### src/rtl/mac_divmod_if.sv
// Operand/result handshake bundle for the mac_divmod restoring divider.
// The master side supplies operands and consumes results; the slave side is the divider.
interface mac_divmod_if #(
  parameter int DIVIDEND_W = 32,
  parameter int DIVISOR_W  = 16
);
  logic                  in_valid;
  logic                  in_ready;
  logic [DIVIDEND_W-1:0] dividend;
  logic [DIVISOR_W-1:0]  divisor;
  logic                  out_valid;
  logic                  out_ready;
  logic [DIVIDEND_W-1:0] quotient;
  logic [DIVISOR_W-1:0]  remainder;
  logic                  div_by_zero;
  logic                  busy;

  modport master (
    output in_valid, dividend, divisor, out_ready,
    input  in_ready, out_valid, quotient, remainder, div_by_zero, busy
  );

  modport slave (
    input  in_valid, dividend, divisor, out_ready,
    output in_ready, out_valid, quotient, remainder, div_by_zero, busy
  );
endinterface

### src/rtl/mac_divmod.sv
// Sequential restoring divider: dividend = quotient*divisor + remainder, one quotient bit per clock.
// Zero divisors short-circuit to an all-ones quotient with the low dividend bits as remainder.
module mac_divmod #(
  parameter int DIVIDEND_W = 32,
  parameter int DIVISOR_W  = 16
) (
  input  logic           clk,
  input  logic           rst,
  mac_divmod_if.slave    bus
);
  localparam logic [1:0] S_IDLE = 2'd0;
  localparam logic [1:0] S_CALC = 2'd1;
  localparam logic [1:0] S_DONE = 2'd2;
  localparam int         CNT_W  = $clog2(DIVIDEND_W + 1);

  logic [1:0]            state;
  logic [DIVISOR_W-1:0]  p_q;
  logic [DIVIDEND_W-1:0] shift_q;
  logic [DIVISOR_W-1:0]  div_q;
  logic [CNT_W-1:0]      cnt_q;
  logic [DIVIDEND_W-1:0] quot_q;
  logic [DIVISOR_W-1:0]  rem_q;
  logic                  dbz_q;

  logic [DIVISOR_W:0]    p_shift;
  logic [DIVISOR_W-1:0]  p_diff;
  logic [DIVISOR_W-1:0]  p_next;
  logic                  q_bit;

  // The partial remainder stays below the divisor, so after each subtract it fits in
  // DIVISOR_W bits; only the shifted value needs the extra bit for the compare.
  always_comb begin
    // NOTE: every signal assigned here gets a value on every pass, so no latch is inferred.
    p_shift = {p_q, shift_q[DIVIDEND_W-1]};
    q_bit   = (p_shift >= {1'b0, div_q});
    p_diff  = p_shift[DIVISOR_W-1:0] - div_q;
    p_next  = q_bit ? p_diff : p_shift[DIVISOR_W-1:0];
  end

  // NOTE: state registers use non-blocking assignments so every flop samples pre-edge values.
  always_ff @(posedge clk or posedge rst) begin
    if (rst) begin
      state   <= S_IDLE;
      p_q     <= '0;
      shift_q <= '0;
      div_q   <= '0;
      cnt_q   <= '0;
      quot_q  <= '0;
      rem_q   <= '0;
      dbz_q   <= 1'b0;
    end else begin
      case (state)
        S_IDLE: begin
          if (bus.in_valid) begin
            div_q <= bus.divisor;
            if (bus.divisor == '0) begin
              quot_q <= '1;
              rem_q  <= bus.dividend[DIVISOR_W-1:0];
              dbz_q  <= 1'b1;
              state  <= S_DONE;
            end else begin
              dbz_q   <= 1'b0;
              p_q     <= '0;
              shift_q <= bus.dividend;
              cnt_q   <= CNT_W'(DIVIDEND_W - 1);
              state   <= S_CALC;
            end
          end
        end
        S_CALC: begin
          p_q     <= p_next;
          shift_q <= {shift_q[DIVIDEND_W-2:0], q_bit};
          cnt_q   <= cnt_q - 1'b1;
          // Last iteration: publish the freshly computed bit together with the rest.
          if (cnt_q == '0) begin
            quot_q <= {shift_q[DIVIDEND_W-2:0], q_bit};
            rem_q  <= p_next;
            state  <= S_DONE;
          end
        end
        S_DONE: begin
          if (bus.out_ready) state <= S_IDLE;
        end
        default: state <= S_IDLE;
      endcase
    end
  end

  assign bus.in_ready    = (state == S_IDLE);
  assign bus.busy        = (state == S_CALC);
  assign bus.out_valid   = (state == S_DONE);
  assign bus.quotient    = quot_q;
  assign bus.remainder   = rem_q;
  assign bus.div_by_zero = dbz_q;
endmodule

### src/flat_wrapper.sv
// flat-port wrapper written by rule: the top's interface ports become plain ports
module mac_divmod_flat 
#(
  parameter int DIVIDEND_W = 32,
  parameter int DIVISOR_W  = 16
)
  (clk, rst, bus_in_valid, bus_dividend, bus_divisor, bus_out_ready, bus_in_ready, bus_out_valid, bus_quotient, bus_remainder, bus_div_by_zero, bus_busy);
  mac_divmod_if #(.DIVIDEND_W(DIVIDEND_W), .DIVISOR_W(DIVISOR_W)) bus_i ();
  input  logic clk;
  input  logic rst;
  input wire logic [$bits(bus_i.in_valid)-1:0] bus_in_valid;
  input wire logic [$bits(bus_i.dividend)-1:0] bus_dividend;
  input wire logic [$bits(bus_i.divisor)-1:0] bus_divisor;
  input wire logic [$bits(bus_i.out_ready)-1:0] bus_out_ready;
  output wire logic [$bits(bus_i.in_ready)-1:0] bus_in_ready;
  output wire logic [$bits(bus_i.out_valid)-1:0] bus_out_valid;
  output wire logic [$bits(bus_i.quotient)-1:0] bus_quotient;
  output wire logic [$bits(bus_i.remainder)-1:0] bus_remainder;
  output wire logic [$bits(bus_i.div_by_zero)-1:0] bus_div_by_zero;
  output wire logic [$bits(bus_i.busy)-1:0] bus_busy;
  assign bus_i.in_valid = bus_in_valid;
  assign bus_i.dividend = bus_dividend;
  assign bus_i.divisor = bus_divisor;
  assign bus_i.out_ready = bus_out_ready;
  assign bus_in_ready = bus_i.in_ready;
  assign bus_out_valid = bus_i.out_valid;
  assign bus_quotient = bus_i.quotient;
  assign bus_remainder = bus_i.remainder;
  assign bus_div_by_zero = bus_i.div_by_zero;
  assign bus_busy = bus_i.busy;
  mac_divmod #(.DIVIDEND_W(DIVIDEND_W), .DIVISOR_W(DIVISOR_W)) u_core (.clk(clk), .rst(rst), .bus(bus_i));
endmodule
### config.mk
export PLATFORM = sky130hd
export DESIGN_NAME = mac_divmod_flat
export DESIGN_NICKNAME = d
export VERILOG_FILES = /design/src/rtl/mac_divmod_if.sv /design/src/rtl/mac_divmod.sv /design/src/flat_wrapper.sv
export SDC_FILE = /design/constraint.sdc
export NUM_CORES = 1
export LEC_CHECK = 0
export CORE_MARGIN = 3
export CORE_UTILIZATION = 35
export CTS_BUF_LIST = sky130_fd_sc_hd__clkbuf_8
export DETAILED_ROUTE_END_ITERATION = 10
export GPL_ROUTABILITY_DRIVEN = 0
export GPL_TIMING_DRIVEN = 1
export SETUP_SLACK_MARGIN = 0.15
export SLEW_MARGIN = 20
export SYNTH_ARGS = -nofsm -noshare
export SYNTH_HDL_FRONTEND = slang
export SYNTH_SLANG_ARGS = --single-unit
### constraint.sdc
create_clock -name clk -period 5.3 [get_ports clk]
set_clock_uncertainty 0.1 [all_clocks]
set_input_delay 1.06 -clock clk [delete_from_list [all_inputs] [get_ports clk]]
set_output_delay 1.06 -clock clk [all_outputs]
set_load 0.03 [all_outputs]
## After elaboration in Yosys (flattened, before gate mapping)

Cells that the tools add are included.

- Bits in registers: 121
- Input port bits: 52
- Logic and storage cells: 50

- Add/subtract/negate cells: 2
- $lt $le $gt $ge: 1
- Eq/ne operators: 7
- Muxes and demuxes: 24
- Reductions and logical operators: 8

Operators by type and width:

| kind | number |
|---|---|
| 32-bit 2-to-1 mux | 5 |
| 32-bit case mux with 2 select lines | 2 |
| 16-bit 2-to-1 mux | 6 |
| 16-bit case mux with 2 select lines | 2 |
| 17-bit by 16-bit >= comparator with 1-bit output | 1 |
| 16-bit zero test | 1 |
| 16-bit subtractor | 1 |
| 6-bit 2-to-1 mux | 2 |
| 6-bit case mux with 2 select lines | 1 |
| 2-bit 2-to-1 mux | 4 |
| 6-bit zero test | 1 |
| 2-bit inequality test, second input constant | 3 |
| 2-bit case mux with 3 select lines | 1 |
| 3-bit AND reduction | 2 |
| 6-bit by 1-bit subtractor with 6-bit output, second input constant | 1 |
| 2-bit by 1-bit inequality test with 1-bit output, second input constant | 2 |
| 4-bit AND reduction | 1 |
| 2-bit by 1-bit == test with 1-bit output, second input constant | 1 |
| 2-bit == test, second input constant | 1 |
| 2-bit zero test | 1 |
| 2-bit AND reduction | 1 |
| 2-bit nonzero test | 1 |
| 1-bit 2-to-1 mux | 1 |

## Depth between registers and ports, before layout

Gate-level depths: netlist (run 1).

- Word-level depth: 4
- Depth in mapped cells: 12

## Least setup slack after synthesis (run 1)

OpenSTA, ideal clock, no wires.

- Path type: input port to flip-flop
- Start: input port bus_divisor[10]
- End: register u_core.rem_q[11] (netlist: u_core.bus.remainder[11])
- Setup time: 137 ps
- Arrival: 2,437 ps
- Setup slack: 2,626 ps
- Cell stages on the path: 8
- Path buffers: 2
- Cells stage by stage: nor4_1 > and4_1 > clkbuf_1 > and2_1 > clkbuf_1 > o21ai_0 > a41oi_1 > o21ai_0

- Longest elaborated chain between the ends: 3

Ends and longest elaborated chain:

| item | RTL line | RTL |
|---|---|---|
| from (decl) | flat_wrapper.sv:13 | `input wire logic [$bits(bus_i.divisor)-1:0] bus_divisor;` |
| 16-bit zero test | mac_divmod.sv:56 | `if (bus.divisor == '0) begin` |
| 2-bit by 1-bit inequality test with 1-bit output (no line) | -- |  |
| 4-bit AND reduction (no line) | -- |  |
| to (signal assigned) | mac_divmod.sv:58 | `rem_q <= bus.dividend[DIVISOR_W-1:0];` |
| to (signal assigned) | mac_divmod.sv:77 | `rem_q <= p_next;` |
| to (decl) | mac_divmod.sv:22 | `logic [DIVISOR_W-1:0] rem_q;` |

No other way between the ends.
A chain may end at the register's enable or synchronous reset.

## Final worst setup path (run 1)

- Start: input port bus_divisor[3]
- End: register u_core.rem_q[7] (netlist: u_core.bus.remainder[7])

The elaborated chain is that of the path after synthesis.

==> summary.txt, run 1 <==
Startpoint Class = input port
initial antenna violation count = 0
io pins = 104
CP max stage cell = and4_1
core area = 17600 um^2
cts hold-fix bufs = 0
Sequential Area = 3030 um^2
Worst Path Required = 5.50 ns
Final Instance Area = 8040 um^2
multi-input logic area = 3080 um^2
# clock sinks = 121
asr flop ratio synth = 1.00
height of the die = 141 um
post-route core utilization = 0.457
f_max = 312 MHz
kind of critical path = in -> reg
CP max FO = 37
share of the synthesized area in the top cell type = 0.472
row count = 48
GRT overflow = 0
share of cells above drive strength 1 = 0.0643
final hold viol count = 0
GRT Overall Usage = 0.194
maximum vdd drop = 284 uV
outcome = finished clean
FF-to-FF path depth = 8
Leakage Power = 3.37 nW
Fin Setup TNS = 0 ns
largest stage delay on the critical path = 0.48 ns
WL/cell = 17.5 um
Synth Flop Type = dfrtp_1
minimum clock period = 3.20 ns
setup bufs post-CTS = 0
placed cell area = 7620 um^2
cell count of the worst hold path = 2
Rel. slew slack = 0.322
Power Density = 734 nW/um^2
crit path cell chain = clkdlybuf4s50_1, nor4_1, and4_1, nand2_1, buf_4, mux2i_1, o221ai_1
aggregate routed wire length = 18900 um
DRT antenna net count = 0
Post-synth EDFFs = 0
NumNets Final = 915
Worst-Margin Slew = 1.01 ns
Synth area leaders = dfrtp_1 (47%), nand2_1 (7.0%), nor2_1 (7.0%), a21oi_1 (4.5%), a31oi_1 (4.3%)
Clock Path Buffers = 2
TritonCTS Buffers = 17
Final Cycle Share = 0.604
Cell variety after synth = 53
Die X = 141 um
Post-Syn Area = 6410 um^2
Mean Syn Cell Area = 8.39 um^2
Worst Hold Class = reg -> reg
worst skew pair latency = 0.45 ns
post-synthesis sequential area ratio = 0.472
port buffer count = 103
synthesis-to-layout area growth = 25.4%
CTS tree = yes
Detailed Place HPWL = 13200 um
crit end category = flip-flop
RSZ-0062 raised after global routing = false
vias in the first global route = 5724
1st-pass router iterations = 4
CTS Root Cell = clkbuf_8
max-slew violation count = 0
initial drt markers = 379
Synth warnings = 0
Seq cells post-synth = 121
most frequent cell after synthesis = dfrtp_1
Via density = 5.40
drt drc = 0
max-cap viol count = 0
Mapped Nets = 835
Initial Util = 0.364
total number of vias = 5833
Die Area = 20000 um^2
cell taking the most area after synthesis = dfrtp_1
first-pass GRT wire length = 30900 um
H-tree depth = 4
post-cts sizing count = 0
leading cell types by count after synthesis = dfrtp_1 (121), nand2_1 (120), nor2_1 (119), a21oi_1 (58), o21ai_0 (47)
Fillers = 1730
n_diodes = 0
largest net degree at the start of global routing = 72
final setup fails = 0
clk slew on worst S/H paths = 0.07 ns
Post-Syn Instances = 764
critical path arrival = 3.40 ns
==> critical path, delay by kind of cell <==
family	cells	cell delay, ns
multiplexers	1	0.19
AND/OR/NAND/NOR	3	1.22
buffers and inverters	2	0.81
AO/OA/AOI/OAI	1	0.12
==> sequential cells by signal, summed over array words and instances (netlist names) <==
signal                  count
u_core.div_q               16
u_core.bus.quotient        32
u_core.bus.remainder       16
u_core.cnt_q                6
u_core.p_q                 16
u_core.state                2
u_core.shift_q             32
u_core.bus.div_by_zero      1
==> worst paths after layout <==
path | from | to | slack [ns]
worst max-delay path | bus_divisor[3] | u_core.bus.remainder[7]$_DFFE_PP0P_ | 2.10
worst min-delay path | u_core.p_q[15]$_DFFE_PP0P_ | u_core.p_q[15]$_DFFE_PP0P_ | 0.41
worst max register to register | u_core.p_q[0]$_DFFE_PP0P_ | u_core.p_q[9]$_DFFE_PP0P_ | 2.19
worst min register to register | u_core.p_q[15]$_DFFE_PP0P_ | u_core.p_q[15]$_DFFE_PP0P_ | 0.41
max in group asynchronous | rst | u_core.cnt_q[5]$_DFFE_PP0P_ | 3.29
min in group asynchronous | rst | u_core.div_q[3]$_DFFE_PP0P_ | 0.97
==> report_power, final <==
group	internal [W]	total (W)	switching, W
clock network	0.000485	0.000871	0.000385
registers	0.00138	0.00172	0.000337
logic	0.00134	0.00331	0.00197
==> cells by family after synthesis <==
group	Yosys count	share of synthesized area
AOI/OAI and AO/OA	210	0.201
xor gates and xnor gates	8	0.0109
adders and majority gates	19	0.0383
buffers and inverters	79	0.0502
DFF	121	0.472
muxes	6	0.00976
and+or+nand+nor	321	0.218
==> metal layers <==
layer,share of wire,up-vias,routed length [um],GRT usage
met5,0,-,0,0
met3,0.054,26,1020,0.0374
li1,-,2848,-,-
met1,0.47,2794,8900,0.279
met2,0.45,165,8560,0.294
met4,0.022,0,417,0.0668
==> cell type report <==
class,instances,area share
Clock buffer,19,0.0325
Clock inverter,12,0.0188
Multi-Input combinational cell,564,0.384
Inverter,25,0.0120
Sequential cell,121,0.377
Timing Repair Buffer,115,0.141
Tap cell,225,0.0350
==> metrics by stage <==
step / total power, W / hold slack (ns) / cells / setup slack [ns]
global route: 0.00639 / 0.454 / 1081 / 1.94
CTS: 0.00592 / 0.417 / 1081 / 2.16
detailed placement: 0.00503 / 0.402 / 1050 / 1.69
floorplan: 0.00400 / 0.367 / 764 / 0.926
global placement: 0.00500 / 0.406 / 1050 / 1.72
finish: 0.00590 / 0.411 / 1081 / 2.10
==> cell usage in the layout, fill, tap and decap left out, types with 5 or more instances in the layout <==
cell             instances
nand3_1                 17
and3_1                   5
nor3_1                   9
nand4_1                 12
inv_1                   24
buf_4                   11
o21ai_0                 46
nor2b_1                  5
dfrtp_1                121
a31oi_1                 43
o21a_1                   6
or3_1                   12
a21oi_1                 58
ha_1                    18
clkbuf_8                19
nor4_1                   8
a211oi_1                 5
o211ai_1                16
a21o_1                   5
nor2_1                 118
clkdlybuf4s50_1        103
nand2_1                120
Note: power is estimated with default switching activity, not from simulation.
==> run 2: changes to the inputs <==
==> constraint.sdc (replaced) <==
create_clock -name clk -period 2.8 [get_ports clk]
set_clock_uncertainty 0.1 [all_clocks]
set_input_delay 0.56 -clock clk [delete_from_list [all_inputs] [get_ports clk]]
set_output_delay 0.56 -clock clk [all_outputs]
set_load 0.03 [all_outputs]
==> run 2 against run 1 <==
Global-route usage increased by 0.32 points; clock power increased by 79%; design area increased by 3.3%; register-to-register slack got worse by 1.9 ns; sequential share of layout area decreased by 1.2 points; die area unchanged; largest power group unchanged; highest routed layer unchanged.
==> summary.txt, run 2 (synthesis results as in run 1) <==
io pins = 104
max-cap viol count = 0
worst skew pair latency = 0.44 ns
vias in the first global route = 5797
synthesis-to-layout area growth = 29.6%
CTS Root Cell = clkbuf_8
CP max FO = 5
outcome = finished clean
Via density = 5.35
TritonCTS Buffers = 17
1st-pass router iterations = 5
Worst Hold Class = reg -> reg
row count = 48
core area = 17600 um^2
total power = 0.0115 W
maximum vdd drop = 692 uV
final setup fails = 0
commonest cells after routing, fill and taps aside = nand2_1 (120), dfrtp_1 (120), nor2_1 (117)
GRT overflow = 0
cts hold-fix bufs = 0
Die X = 141 um
worst hold slack = 0.422 ns
aggregate routed wire length = 19200 um
crit end category = flip-flop
final hold viol count = 0
total number of vias = 5930
RSZ-0062 raised after global routing = true
n_diodes = 0
DRT antenna net count = 0
initial antenna violation count = 0
# clock sinks = 121
clk slew on worst S/H paths = 0.08 ns
Fin Setup TNS = 0 ns
Worst Path Required = 3.06 ns
first-pass GRT wire length = 31300 um
Fillers = 1730
NumNets Final = 942
GRT Overall Usage = 0.197
port buffer count = 103
placed cell area = 7870 um^2
kind of critical path = reg -> reg
CTS tree = yes
Sequential Area = 3030 um^2
share of cells above drive strength 1 = 0.104
height of the die = 141 um
Startpoint Class = flip-flop
minimum clock period = 2.55 ns
H-tree depth = 4
drt drc = 0
Leakage Power = 3.50 nW
WL/cell = 17.3 um
multi-input logic area = 3120 um^2
Worst-Margin Slew = 0.661 ns
max-slew violation count = 0
f_max = 392 MHz
Detailed Place HPWL = 14000 um
Power Density = 1380 nW/um^2
Final Instance Area = 8300 um^2
critical path arrival = 2.82 ns
Final Cycle Share = 0.912
Die Area = 20000 um^2
largest net degree at the start of global routing = 55
Clock Path Buffers = 2
Rel. slew slack = 0.559
Initial Util = 0.364
initial drt markers = 458
[run 2: worst max-delay path, cell delays in order, from the launching register on]
cell	delay (ns)
dfrtp_2	0.46
ha_1	0.32
nor2b_4	0.14
o31a_1	0.27
o21a_2	0.27
buf_4	0.15
o22ai_1	0.14
mux2_2	0.40
a211oi_2	0.21
[run 2: path summary, 6_finish.rpt]
path / from / depth (start not counted) / to / slack, ns
worst max-delay path: u_core.p_q[0]$_DFFE_PP0P_ / 8 / u_core.bus.remainder[13]$_DFFE_PP0P_ / 0.25
min in group asynchronous: rst / 2 / u_core.div_q[2]$_DFFE_PP0P_ / 0.46
worst min-delay path: u_core.p_q[15]$_DFFE_PP0P_ / 2 / u_core.p_q[15]$_DFFE_PP0P_ / 0.42
max in group asynchronous: rst / 3 / u_core.bus.quotient[23]$_DFFE_PP0P_ / 1.52
worst min register to register: u_core.p_q[15]$_DFFE_PP0P_ / 2 / u_core.p_q[15]$_DFFE_PP0P_ / 0.42
worst max register to register: u_core.p_q[0]$_DFFE_PP0P_ / 8 / u_core.bus.remainder[13]$_DFFE_PP0P_ / 0.25
[run 2: stage by stage]
step / util / worst slack, ns / instances
2_1_floorplan: - / 0.330 / 764
6_report: 0.472 / 0.246 / 1109
3_5_place_dp: 0.447 / 0.0932 / 1076
3_3_place_gp: 0.447 / 0.105 / 1076
5_1_grt: 0.472 / 0.109 / 1109
4_1_cts: 0.469 / 0.160 / 1108
[run 2: repair_timing]
action | CTS | global route
hold endpoints to repair | 0 | 0
buffers inserted | 0 | 1
setup endpoints to repair | 0 | 29
gates resized for setup | 0 | 13
[run 2: final cells by class]
| cell class | instances | share of cell area |
|---|---|---|
| multi-input cells | 564 | 0.376 |
| flip-flops and latches | 121 | 0.365 |
| repair buffers | 142 | 0.167 |
| well taps | 225 | 0.0339 |
| clock buffers | 17 | 0.0282 |
| clock inverters | 15 | 0.0184 |
| inverters | 25 | 0.0118 |
[run 2: power by group]
group	switching, W	internal, W
registers	0.000623	0.00261
logic	0.00387	0.00280
clock network	0.000769	0.000791
total	0.00526	0.00621
[run 2: metal layers]
metal	track usage	part of all wire	up-vias
li1	-	-	2896
met1	0.287	0.46	2808
met2	0.293	0.45	202
met3	0.0367	0.062	24
met4	0.0750	0.023	0
met5	0	0	-
==> run 3: changes to the inputs <==
--- a/config.mk
+++ b/config.mk
@@ -9,7 +9,6 @@
 export CORE_UTILIZATION = 35
 export CTS_BUF_LIST = sky130_fd_sc_hd__clkbuf_8
 export DETAILED_ROUTE_END_ITERATION = 10
-export GPL_ROUTABILITY_DRIVEN = 0
 export GPL_TIMING_DRIVEN = 1
 export SETUP_SLACK_MARGIN = 0.15
 export SLEW_MARGIN = 20
==> results of run 3 <==
Same layout as run 2: the final DEF is identical, and so are final timing and power.
